<file path="config.mk">
export PLATFORM = sky130hd
export DESIGN_NAME = raster_cmd_sequencer
export DESIGN_NICKNAME = d
export VERILOG_FILES = /design/src/rtl/raster_cmd_sequencer.sv
export SDC_FILE = /design/constraint.sdc
export NUM_CORES = 1
export LEC_CHECK = 0
export BUFFER_PORTS_ARGS = -buffer_cell sky130_fd_sc_hd__buf_2
export CAP_MARGIN = 25
export CORE_ASPECT_RATIO = 2
export CORE_MARGIN = 3
export CORE_UTILIZATION = 47
export DETAILED_ROUTE_END_ITERATION = 7
export GPL_TIMING_DRIVEN = 0
export PLACE_DENSITY = 0.74
export SYNTH_ARGS = -nofsm -noshare
export SYNTH_HDL_FRONTEND = slang
export SYNTH_SLANG_ARGS = --single-unit
</file>
<file path="constraint.sdc">
create_clock -name clk -period 1.95 [get_ports clk]
set_input_delay 0.2925 -clock clk [delete_from_list [all_inputs] [get_ports clk]]
set_output_delay 0.2925 -clock clk [all_outputs]
set_load 0.03 [all_outputs]
</file>
<file path="src/rtl/raster_cmd_sequencer.sv">
// raster_cmd_sequencer: decodes en/cmd/param bytes into a latched draw descriptor with valid/ready issue (optional AUTO_ORDER_EN)
module raster_cmd_sequencer #(
  parameter int COORD_W   = 4,
  parameter int PARAM_W   = 5,
  parameter int MAX_COORD = 15,
  parameter int TIMEOUT   = 16
) (
  input  logic               clk,
  input  logic               rst_n,
  input  logic               en,
  input  logic [1:0]         cmd,
  input  logic [PARAM_W-1:0] param,
  output logic               exec_valid,
  input  logic               exec_ready,
  output logic [1:0]         exec_cmd,
  output logic               exec_clear,
  output logic [COORD_W-1:0] x1,
  output logic [COORD_W-1:0] y1,
  output logic [COORD_W-1:0] x2,
  output logic [COORD_W-1:0] y2,
  output logic [COORD_W-1:0] width,
  output logic [COORD_W-1:0] height,
  output logic               busy,
  output logic               err
);
  localparam int CW = (TIMEOUT > 1) ? $clog2(TIMEOUT + 1) : 1;
  typedef enum logic [1:0] {IDLE, LOAD, ISSUE} state_t;
  state_t state, state_n;
  logic [1:0] idx;
  logic [CW-1:0] cnt;
  logic [COORD_W-1:0] cap, nx1, ny1, nx2, ny2, nw, nh;
  logic clr, start, capture, err_n, last;
  assign cap  = (param > PARAM_W'(MAX_COORD)) ? COORD_W'(MAX_COORD) : COORD_W'(param);
  assign last = (exec_cmd == 2'b01) ? (idx == 2'd1) : (idx == 2'd3);
  // next state and control strobes
  always_comb begin
    state_n = state;
    clr     = 1'b0;
    start   = 1'b0;
    capture = 1'b0;
    err_n   = 1'b0;
    case (state)
      IDLE: if (en && cmd != 2'b00) begin
        clr     = (cmd == 2'b01) && (&param);
        start   = !clr;
        state_n = clr ? ISSUE : LOAD;
      end
      LOAD: if (en && cmd != 2'b00) begin
        err_n   = 1'b1;
        state_n = IDLE;
      end else if (en) begin
        capture = 1'b1;
        state_n = last ? ISSUE : LOAD;
      end else if (TIMEOUT != 0 && int'(cnt) == TIMEOUT - 1) begin
        err_n   = 1'b1;
        state_n = IDLE;
      end
      ISSUE: begin
        err_n   = en;
        state_n = exec_ready ? IDLE : ISSUE;
      end
      default: state_n = IDLE;
    endcase
  end
  // field update, including optional ordering/clipping on the final byte
  always_comb begin
    nx1 = start ? cap : x1;
    ny1 = (capture && idx == 2'd1) ? cap : y1;
    nx2 = (capture && idx == 2'd2 && exec_cmd == 2'b10) ? cap : x2;
    ny2 = (capture && idx == 2'd3 && exec_cmd == 2'b10) ? cap : y2;
    nw  = (capture && idx == 2'd2 && exec_cmd == 2'b11) ? cap : width;
    nh  = (capture && idx == 2'd3 && exec_cmd == 2'b11) ? cap : height;
`ifdef AUTO_ORDER_EN
    if (capture && last && exec_cmd == 2'b10 && nx2 < nx1) begin
      {nx1, nx2} = {nx2, nx1};
      {ny1, ny2} = {ny2, ny1};
    end
    if (capture && last && exec_cmd == 2'b11) begin
      nw = (int'(nx1) + int'(nw) > MAX_COORD) ? COORD_W'(MAX_COORD - int'(nx1)) : nw;
      nh = (int'(ny1) + int'(nh) > MAX_COORD) ? COORD_W'(MAX_COORD - int'(ny1)) : nh;
    end
`endif
  end
  // state register
  always_ff @(posedge clk or negedge rst_n)
    if (!rst_n) state <= IDLE;
    else state <= state_n;
  // registered outputs, param index and idle counter
  always_ff @(posedge clk or negedge rst_n) begin
    if (!rst_n) begin
      busy       <= 1'b0;
      exec_valid <= 1'b0;
      err        <= 1'b0;
      exec_cmd   <= 2'b00;
      exec_clear <= 1'b0;
      idx        <= 2'd0;
      cnt        <= '0;
      x1         <= '0;
      y1         <= '0;
      x2         <= '0;
      y2         <= '0;
      width      <= '0;
      height     <= '0;
    end else begin
      busy       <= state_n != IDLE;
      exec_valid <= state_n == ISSUE;
      err        <= err_n;
      idx        <= start ? 2'd1 : capture ? idx + 2'd1 : idx;
      cnt        <= (state == LOAD && !en && state_n == LOAD) ? cnt + 1'b1 : '0;
      if (clr || start) begin
        exec_cmd   <= clr ? 2'b01 : cmd;
        exec_clear <= clr;
      end
      x1     <= nx1;
      y1     <= ny1;
      x2     <= nx2;
      y2     <= ny2;
      width  <= nw;
      height <= nh;
    end
  end
endmodule

</file>
==> run metrics <==
vias in the first global route=1402; RR Endpoint=cnt[3]; Die Y=92.6 microns; CP required=2.14 ns; Final setup viols=0; Wirelength per Cell=15.4 microns; max-cap check violation count=0; P_leak=1.07 nW; dpl cell area=0.00202 sq mm; cell count after synthesis=164; clock tree from TritonCTS=built; Post-synth ARST share=1.00; Pwr Density=1410 mW/mm^2; Primary FF master, synth=dfrtp_1; routed via count=1416; Final Hold Viols=0; post-DP HPWL=3010 microns; Clock transition at path regs=0.07 ns; site row count=30; Tmin final=1.89 ns; share of layout cells above drive strength 1=0.307; largest net degree at the start of global routing=40; Tot GR Track Use=0.192; H-tree Lvls=2; syn_nets=184; CP endpoint kind=flop; vias per cell=5.38; Crit path arrival time=2.08 ns; Max Fclk=529 MHz; clock latency on the worst-skew pair=0.28 ns; Core ar.=0.00349 sq mm; critical path fanouts, max=8; Die Footprint=0.00457 sq mm; synthesis warning total=0; Initial Util=0.505; critical path startpoint category=flop; relative slew slack=0.445; PortBufs=39; R2R setup slack=0.06 ns; # nets final=234; initial antenna violation count=0; io pins=41; DRC=0; IR drop worst, VDD=0.768 mV; syn_area_per_cell=10.8 sq um; setup TNS=0 ns; Cell Area, Synth=0.00176 sq mm; Worst Hold Class=in2async; Antenna Cells=0; first-pass GRT wire length=6600 microns; drt initial violations=31; WL final=4060 microns; remaining global-route overflow=0; worst reg2reg startpoint=cnt[0]; DR pass1 iterations=4; final cell count without fillers=263; most frequent cells in the layout=dfrtp_1 (39), buf_2 (39), nand2_1 (29); clk root buf=clkbuf_8; Routed Antenna Nets=0; P&R area growth vs syn=25.0%; post-synthesis sequential area ratio=0.553; fin. max-slew vios=0; Tightest Pin Transition=0.832 ns; Post-synth EDFFs=0; Yosys reg bits=39; CTS Sinks=39; clk_skew=0.00290 ns; Bufs on Longest Clock Path=2; CTS Buf Count=5; Final Cell Area=0.00221 sq mm; die width=49.3 microns; crit path kind=reg2reg; Placed Instances=251; Unique masters post-synth=36; GP Congestion=0.917; Final Cycle Share=0.970; FF-to-FF path depth=7; status=finished clean
==> logic make-up after synthesis <==
family | count (synthesis) | synth area share
fa+ha+maj | 9 | 0.0638
buf+inv | 12 | 0.0319
simple gates | 60 | 0.179
flops | 39 | 0.553
xor+xnor | 3 | 0.0149
mux | 2 | 0.0128
compound gates | 39 | 0.145
==> cell usage after synthesis, types with 2 or more instances <==
cell | n | area (sq um)
ha_1 | 9 | 113
nor2b_1 | 3 | 18.8
nand4_1 | 3 | 18.8
nand2_1 | 29 | 109
nor2_1 | 7 | 26.3
mux2_2 | 2 | 22.5
o211a_1 | 3 | 30.0
inv_1 | 8 | 30.0
nor4b_1 | 2 | 17.5
nor4_1 | 4 | 25.0
dfrtp_1 | 39 | 976
xnor2_1 | 2 | 17.5
nand3b_1 | 2 | 15.0
nand4b_1 | 3 | 26.3
o21ai_0 | 27 | 135
==> worst max-delay path, stage by stage, from the launching register on <==
cell	delay (ns)
dfrtp_1	0.41
ha_1	0.24
and3_4	0.20
ha_4	0.17
nor4b_4	0.31
a311oi_4	0.06
buf_6	0.16
nor4_4	0.25
==> area by class of cell <==
type / count / area, sq um
Buffer: 4 / 26.3
Clock buffer: 7 / 76.3
Clock inverter: 1 / 5.00
Fill cell: 303 / 1280
Inverter: 8 / 30.0
Multi-Input combinational cell: 113 / 803
Sequential cell: 39 / 976
Tap cell: 48 / 60.1
Timing Repair Buffer: 43 / 229
==> sequential cells by signal, indices dropped and copies added (netlist names) <==
| signal | flops |
|---|---|
| exec_valid | 1 |
| exec_clear | 1 |
| idx | 2 |
| cnt | 5 |
| x1 | 4 |
| height | 4 |
| width | 4 |
| y1 | 4 |
| busy | 1 |
| x2 | 4 |
| y2 | 4 |
| state | 2 |
| err | 1 |
| exec_cmd | 2 |
==> where the power goes <==
part	internal (mW)	leakage (nW)	switching (mW)	total (mW)
registers	1.04	0.513	0.155	1.20
logic	0.491	0.520	0.917	1.41
clock network	0.251	0.0422	0.253	0.504
==> through the flow <==
stage	setup slack, ns	power, mW	hold WS [ns]	util
floorplan	0.0967	2.10	-0.00309	-
finish	0.0585	3.11	0.0987	0.632
detailed placement	-0.141	2.50	0.439	0.578
global route	-0.0121	3.32	0.154	0.632
global placement	-0.0393	2.44	0.410	0.578
CTS	0.0236	3.05	0.123	0.608
==> routing by layer <==
| metal | track usage | vias to the layer above | wire [microns] |
|---|---|---|---|
| met3 | 0.0499 | 12 | 194 |
| li1 | - | 675 | - |
| met2 | 0.367 | 51 | 2340 |
| met1 | 0.177 | 678 | 1420 |
| met4 | 0.0974 | 0 | 112 |
| met5 | 0 | - | 0 |
==> how the worst max path moves through the flow <==
stage | slack (ns) | to | cells past startpoint | start
after detailed placement | -0.14 | cnt[3] | 6 | cnt[0]
after floorplan | 0.1 | cnt[1] | 6 | cnt[0]
after global routing | -0.01 | cnt[1] | 7 | cnt[0]
after global placement | -0.04 | cnt[1] | 6 | cnt[0]
after CTS | 0.02 | cnt[3] | 6 | cnt[0]
final | 0.06 | cnt[3] | 7 | cnt[0]
==> what timing repair did <==
| item | 4_1_cts | 5_1_grt |
|---|---|---|
| endpoints found under the setup margin | 7 | 7 |
| pin swaps | 1 | 2 |
| cloned | 0 | 0 |
| setup buffers | 1 | 3 |
| hold buffers | 0 | 0 |
| gates resized for setup | 2 | 11 |
Note: power is estimated with default switching activity, not from simulation.
